### src/rtl/ctrl_pkg.sv
// Control-unit shared types: instruction memory geometry, the packed
// allocation instruction word and the loader state encoding.
package ctrl;

    localparam int unsigned INSTRUCTION_MEMORY_SIZE = 32;

    typedef logic [$clog2(INSTRUCTION_MEMORY_SIZE)-1:0] instr_pointer_t;

    typedef struct packed {
        logic [3:0]  opcode;
        logic [15:0] size;
        logic [31:0] base;
    } allocInstr_s;

    localparam int unsigned ALLOC_INSTR_WIDTH = $bits(allocInstr_s);
    localparam int unsigned ALLOC_INSTR_BYTES = 7;

    typedef enum logic [1:0] {L_IDLE, L_LOAD, L_DONE, L_ERR} loaderState_e;

endpackage

### src/rtl/alloc_instr_loader_if.sv
// Host byte stream plus instruction memory write port of the loader.
interface alloc_instr_loader_if;
    import ctrl::*;

    logic [7:0]     s_data;
    logic           s_valid;
    logic           s_ready;
    logic           imem_we;
    instr_pointer_t imem_addr;
    allocInstr_s    imem_wdata;

    modport master (
        output s_data, s_valid,
        input  s_ready, imem_we, imem_addr, imem_wdata
    );

    modport slave (
        input  s_data, s_valid,
        output s_ready, imem_we, imem_addr, imem_wdata
    );

endinterface

### src/rtl/alloc_byte_packer.sv
// Packs 7 little-endian bytes into one 52-bit allocation instruction.
// The 7th byte contributes only its low nibble; a non-zero high nibble is a
// format error and the word is not reported as complete.
module alloc_byte_packer
    import ctrl::*;
(
    input  logic        clk,
    input  logic        rst,
    input  logic        clear,
    input  logic        in_valid,
    input  logic [7:0]  in_data,
    output logic        word_done,
    output logic        pad_err,
    output allocInstr_s word
);

    logic [2:0]                   idx;
    logic [ALLOC_INSTR_WIDTH-1:0] asm_q;
    logic                         last_byte;

    // Classify the incoming byte: final byte of a word, clean or padded badly
    always_comb begin
        last_byte = in_valid && (idx == 3'(ALLOC_INSTR_BYTES - 1));
        pad_err   = last_byte && (in_data[7:4] != '0);
        word_done = last_byte && !pad_err;
    end

    // Byte index and assembly register
    always_ff @(posedge clk) begin
        if (rst) begin
            idx   <= '0;
            asm_q <= '0;
        end else if (clear) begin
            idx <= '0;
        end else if (in_valid) begin
            if (last_byte) begin
                asm_q[51:48] <= in_data[3:0];
                idx          <= '0;
            end else begin
                for (int unsigned k = 0; k < ALLOC_INSTR_BYTES - 1; k++) begin
                    if (idx == 3'(k)) asm_q[8*k +: 8] <= in_data;
                end
                idx <= idx + 3'd1;
            end
        end
    end

    assign word = allocInstr_s'(asm_q);

endmodule

### src/rtl/alloc_instr_loader.sv
// Loads a length-prefixed byte program into the control unit's instruction
// memory, one 52-bit instruction per 7 bytes, starting at address 0.
module alloc_instr_loader
    import ctrl::*;
(
    input  logic                 clk,
    input  logic                 rst,
    input  logic                 clear,
    alloc_instr_loader_if.slave  bus,
    output logic [5:0]           prog_len,
    output logic                 prog_valid,
    output logic                 busy,
    output logic                 err
);

    loaderState_e   state, state_d;
    instr_pointer_t ptr;
    logic [5:0]     n_q;
    logic           we_q;
    logic           accept, hdr_ok, start, load_byte, last_word;
    logic           word_done, pad_err;
    allocInstr_s    word;

    alloc_byte_packer u_packer (
        .clk       (clk),
        .rst       (rst),
        .clear     (clear || start),
        .in_valid  (load_byte),
        .in_data   (bus.s_data),
        .word_done (word_done),
        .pad_err   (pad_err),
        .word      (word)
    );

    // State register
    always_ff @(posedge clk) begin
        if (rst) state <= L_IDLE;
        else     state <= state_d;
    end

    // Handshake, header decode and next-state selection
    always_comb begin
        state_d     = state;
        bus.s_ready = !(clear || rst);
        accept      = bus.s_valid && bus.s_ready;
        hdr_ok      = (bus.s_data != '0) && (bus.s_data <= 8'(INSTRUCTION_MEMORY_SIZE));
        start       = accept && hdr_ok && ((state == L_IDLE) || (state == L_DONE));
        load_byte   = accept && (state == L_LOAD);
        last_word   = ({1'b0, ptr} == (n_q - 6'd1));
        case (state)
            L_IDLE, L_DONE: if (accept) state_d = hdr_ok ? L_LOAD : L_ERR;
            L_LOAD: begin
                if (pad_err)                     state_d = L_ERR;
                else if (word_done && last_word) state_d = L_DONE;
            end
            default: state_d = state;
        endcase
        if (clear) state_d = L_IDLE;
    end

    // Word pointer, program length/validity and the registered write strobe.
    // The pointer advances on the write cycle of every word except the last,
    // so a 32-word program leaves it at 31 rather than wrapping.
    always_ff @(posedge clk) begin
        if (rst || clear) begin
            ptr        <= '0;
            n_q        <= '0;
            we_q       <= 1'b0;
            prog_len   <= '0;
            prog_valid <= 1'b0;
        end else begin
            we_q <= word_done;
            if (start) begin
                n_q        <= bus.s_data[5:0];
                ptr        <= '0;
                prog_valid <= 1'b0;
            end
            if (we_q && (state == L_LOAD)) ptr <= ptr + 1'b1;
            if (word_done && last_word) begin
                prog_valid <= 1'b1;
                prog_len   <= n_q;
            end
            if (state_d == L_ERR) prog_valid <= 1'b0;
        end
    end

    assign bus.imem_we    = we_q && !clear;
    assign bus.imem_addr  = ptr;
    assign bus.imem_wdata = word;
    assign busy           = (state == L_LOAD);
    assign err            = (state == L_ERR);

endmodule

### src/flat_wrapper.sv
// flat-port wrapper written by rule: the top's interface ports become plain ports
module alloc_instr_loader_flat import ctrl::*;
  (clk, rst, clear, prog_len, prog_valid, busy, err, bus_s_data, bus_s_valid, bus_s_ready, bus_imem_we, bus_imem_addr, bus_imem_wdata);
  alloc_instr_loader_if bus_i ();
  input  logic clk;
  input  logic rst;
  input  logic clear;
  output logic [5:0] prog_len;
  output logic prog_valid;
  output logic busy;
  output logic err;
  input wire logic [$bits(bus_i.s_data)-1:0] bus_s_data;
  input wire logic [$bits(bus_i.s_valid)-1:0] bus_s_valid;
  output wire logic [$bits(bus_i.s_ready)-1:0] bus_s_ready;
  output wire logic [$bits(bus_i.imem_we)-1:0] bus_imem_we;
  output wire logic [$bits(bus_i.imem_addr)-1:0] bus_imem_addr;
  output wire logic [$bits(bus_i.imem_wdata)-1:0] bus_imem_wdata;
  assign bus_i.s_data = bus_s_data;
  assign bus_i.s_valid = bus_s_valid;
  assign bus_s_ready = bus_i.s_ready;
  assign bus_imem_we = bus_i.imem_we;
  assign bus_imem_addr = bus_i.imem_addr;
  assign bus_imem_wdata = bus_i.imem_wdata;
  alloc_instr_loader u_core (.clk(clk), .rst(rst), .clear(clear), .bus(bus_i), .prog_len(prog_len), .prog_valid(prog_valid), .busy(busy), .err(err));
endmodule
### config.mk
export PLATFORM = sky130hd
export DESIGN_NAME = alloc_instr_loader_flat
export DESIGN_NICKNAME = d
export VERILOG_FILES = /design/src/rtl/ctrl_pkg.sv /design/src/rtl/alloc_instr_loader_if.sv /design/src/rtl/alloc_byte_packer.sv /design/src/rtl/alloc_instr_loader.sv /design/src/flat_wrapper.sv
export SDC_FILE = /design/constraint.sdc
export NUM_CORES = 1
export LEC_CHECK = 0
export CAP_MARGIN = 20
export CORE_UTILIZATION = 34
export CTS_CLUSTER_DIAMETER = 120
export CTS_CLUSTER_SIZE = 16
export DETAILED_ROUTE_END_ITERATION = 16
export DONT_BUFFER_PORTS = 1
export HOLD_SLACK_MARGIN = 0.03
export RECOVER_POWER = 25
export SYNTH_ARGS = -nofsm -noshare
export SYNTH_HDL_FRONTEND = slang
export SYNTH_SLANG_ARGS = --single-unit
### constraint.sdc
create_clock -name clk -period 2.6 [get_ports clk]
set_clock_uncertainty 0.2 [all_clocks]
set_input_delay 0.52 -clock clk [delete_from_list [all_inputs] [get_ports clk]]
set_output_delay 0.52 -clock clk [all_outputs]
set_load 0.005 [all_outputs]
==> out/results.ini <==
[clocking]
postCtsSetupRepairBufs = 0
root_buffer = clkbuf_8
cts_htree_levels = 3
cts_made_buffers = 9
cts_resized = 0
clkTransAtPathRegs_ps = 80
clock_sinks = 76
cts_tree = done
cts_buffer_depth = 2
clk-insertion-delay-late_ps = 350

[timing]
rsz0062_at_grt = false
fin_crit_ps = 2350
finalHoldViolCount = 0
setup_viol = 0
fin_setup_tns_ps = 0
fmax_mhz = 425
worst_pin_slew_ps = 506
final_max_slew_viol_count = 0
period_share_pct = 90.6
relSlewSlack_pct = 66.1

[placement]
io_buffers = 0
gp_congestion = 0.793
dp_hpwl_um = 5470
place_area_um2 = 3380

[yosys]
postSynthRegisterBits = 76
synth_cell_types = 44
synth_edf_count = 0
yosys_warnings = 0
netlist_area_um2 = 3250
async_flop_share_pct = 0
postSynthNetCount = 353
ys.flop_type = dfxtp_1
avgSynthCellArea_um2 = 9.72
ys_seq_area_share_pct = 46.9
postSynthCellCount = 334

[die]
dieArea_um2 = 9940
initial_core_util_pct = 35.1
ios = 80
rows = 35
die_w_um = 99.7
core_area_um2 = 9240
chipHeight_um = 99.7

[routing]
vias = 2293
first_pass_iters = 4
routed_wl_um = 7860
viasPerCell = 4.88
drc_errors = 0
antenna_left = 0
wl_per_cell_um = 16.7
drt_iter0_markers = 113

[finish]
antenna_cells = 0
drive_gt1_share_pct = 12.0
n_fill_cell = 919
nets = 356
final_area_um2 = 3600
layout_commonest_cell = dfxtp_1
mostFrequentLayoutCells = dfxtp_1, nor2_1, mux2i_1
area_delta_synth_final_pct = 11.0

[run]
drv_cap = 0

[min_path]
hp-class = in -> reg
hold_end = u_core.u_packer.word[39]
worstHoldStart = rst
holdPathStages = 1

[critical_path]
r2r_end = u_core.prog_len[0]
timing.rr.start = u_core.n_q[0]
cp-startpoint = u_core.n_q[0]
rrSetupSlack_ps = 250
worst_r2r_path_depth = 8
start_kind = flip-flop
cp_data_arrival_time_ps = 2430
crit_path_end_kind = flip-flop
worst_ep_required_time_ps = 2680
cp_max_fo = 6
critPathKind = reg -> reg

[power_and_ir_drop]
pwr-share-seq_pct = 55.7
intPower_mw = 1.64
irDropWorstVdd_uv = 259
switching_share_pct = 21.7
comb_power_share_pct = 2.0
p_per_area_nw_per_um2 = 582
power_leakage_nw = 1.68
p_clk_share_pct = 42.3
p_switching_mw = 0.454

[global_routing]
grt_antenna_before_repair = 0
use_met3_pct = 8.78
grt_pass1_wl_um = 12400
grt_pass1_vias = 2330
grt_use_total_pct = 16.5
grt_overflow = 0
grt_busiest_layer = met2
grt_max_degree = 43
grtUsageMet1_pct = 20.0
use_met2_pct = 24.9

[outcome]
status = finished, final reports clean

cells by family after synthesis:
group / share of synthesized area [%]
buffers and inverters: 4.09
AND/OR/NAND/NOR: 18.7
flip-flops: 46.9
AO/OA/AOI/OAI: 6.44
adder cells (fa/ha/maj): 2.70
XOR/XNOR: 1.35
multiplexers: 19.9
state kept, by name (all words and copies together), names as in the netlist:
signal and flops:
u_core.state 2, u_core.u_packer.idx 3, u_core.u_packer.word 52, u_core.we_q 1, u_core.prog_valid 1, u_core.n_q 6, u_core.prog_len 6, u_core.bus.imem_addr 5
synthesized netlist by cell type, types with 2 or more instances:
library cell	number	share of area, %
dfxtp_1	76	47
nor2_1	66	7.6
mux2i_1	63	19
nand2_1	19	2.2
clkbuf_1	12	1.4
nand3_1	11	1.7
a21oi_1	7	1.1
buf_2	7	1.1
ha_1	7	2.7
inv_1	6	0.69
nor3_1	6	0.93
o21ai_0	6	0.93
and2_1	4	0.77
nor2b_1	4	0.77
a31oi_1	3	0.58
xor2_1	3	0.81
buf_4	2	0.46
nand2_2	2	0.39
nand2b_1	2	0.39
nand4b_1	2	0.54
nor4_1	2	0.39
xnor2_1	2	0.54
per-stage QoR:
step	util, %	worst slack [ps]	power (mW)	hold slack (ps)	instances
2_1_floorplan	-	268	1.25	251	334
3_3_place_gp	36.6	319	1.23	266	452
3_5_place_dp	36.6	246	1.23	267	452
4_1_cts	38.8	223	2.11	30.0	468
5_1_grt	39.0	68.3	2.17	30.5	470
6_report	39.0	245	2.10	45.1	470
routing by layer:
metal  up-vias  routed length [µm]
li1       1136                   -
met1      1067                3420
met2        80                3470
met3        10                 899
met4         0                  78
met5         -                   0
timing repair:
| item | 4_1_cts | 5_1_grt |
|---|---|---|
| hold buffers | 1 | 2 |
| endpoints found under the hold margin | 13 | 4 |
| endpoints found under the setup margin | 0 | 0 |
power groups by stage:
stage | registers [mW] | clock network [mW] | logic [mW]
finish | 1.17 | 0.887 | 0.0414
global route | 1.17 | 0.961 | 0.0452
detailed placement | 1.19 | 0 | 0.0335
CTS | 1.17 | 0.909 | 0.0375
floorplan | 1.19 | 0 | 0.0527
global placement | 1.19 | 0 | 0.0330
cell type report:
class	count	area, µm²	area share (%)
Clock buffer	10	138	3.82
Inverter	7	26.3	0.729
Sequential cell	76	1520	42.2
Timing Repair Buffer	14	113	3.12
Multi-Input combinational cell	229	1590	44.2
Tap cell	129	161	4.48
Clock inverter	5	52.6	1.46
how the worst max path moves through the flow:
stage	end	slack (ps)	cells after the start
after detailed placement	u_core.prog_len[2]	250	8
after floorplan	u_core.bus.imem_addr[0]	270	6
final	u_core.prog_len[0]	250	8
after global placement	u_core.prog_len[0]	320	8
after CTS	u_core.prog_len[4]	220	8
after global routing	u_core.prog_len[0]	70	8
worst max-delay path, stage by stage (launching register included):
cell	delay, ps
dfxtp_1	450
inv_1	70
ha_1	250
o21ba_2	210
a221oi_1	280
a41oi_1	130
a2111oi_4	310
buf_4	210
mux2i_1	180
(Power assumes the default switching activity.)
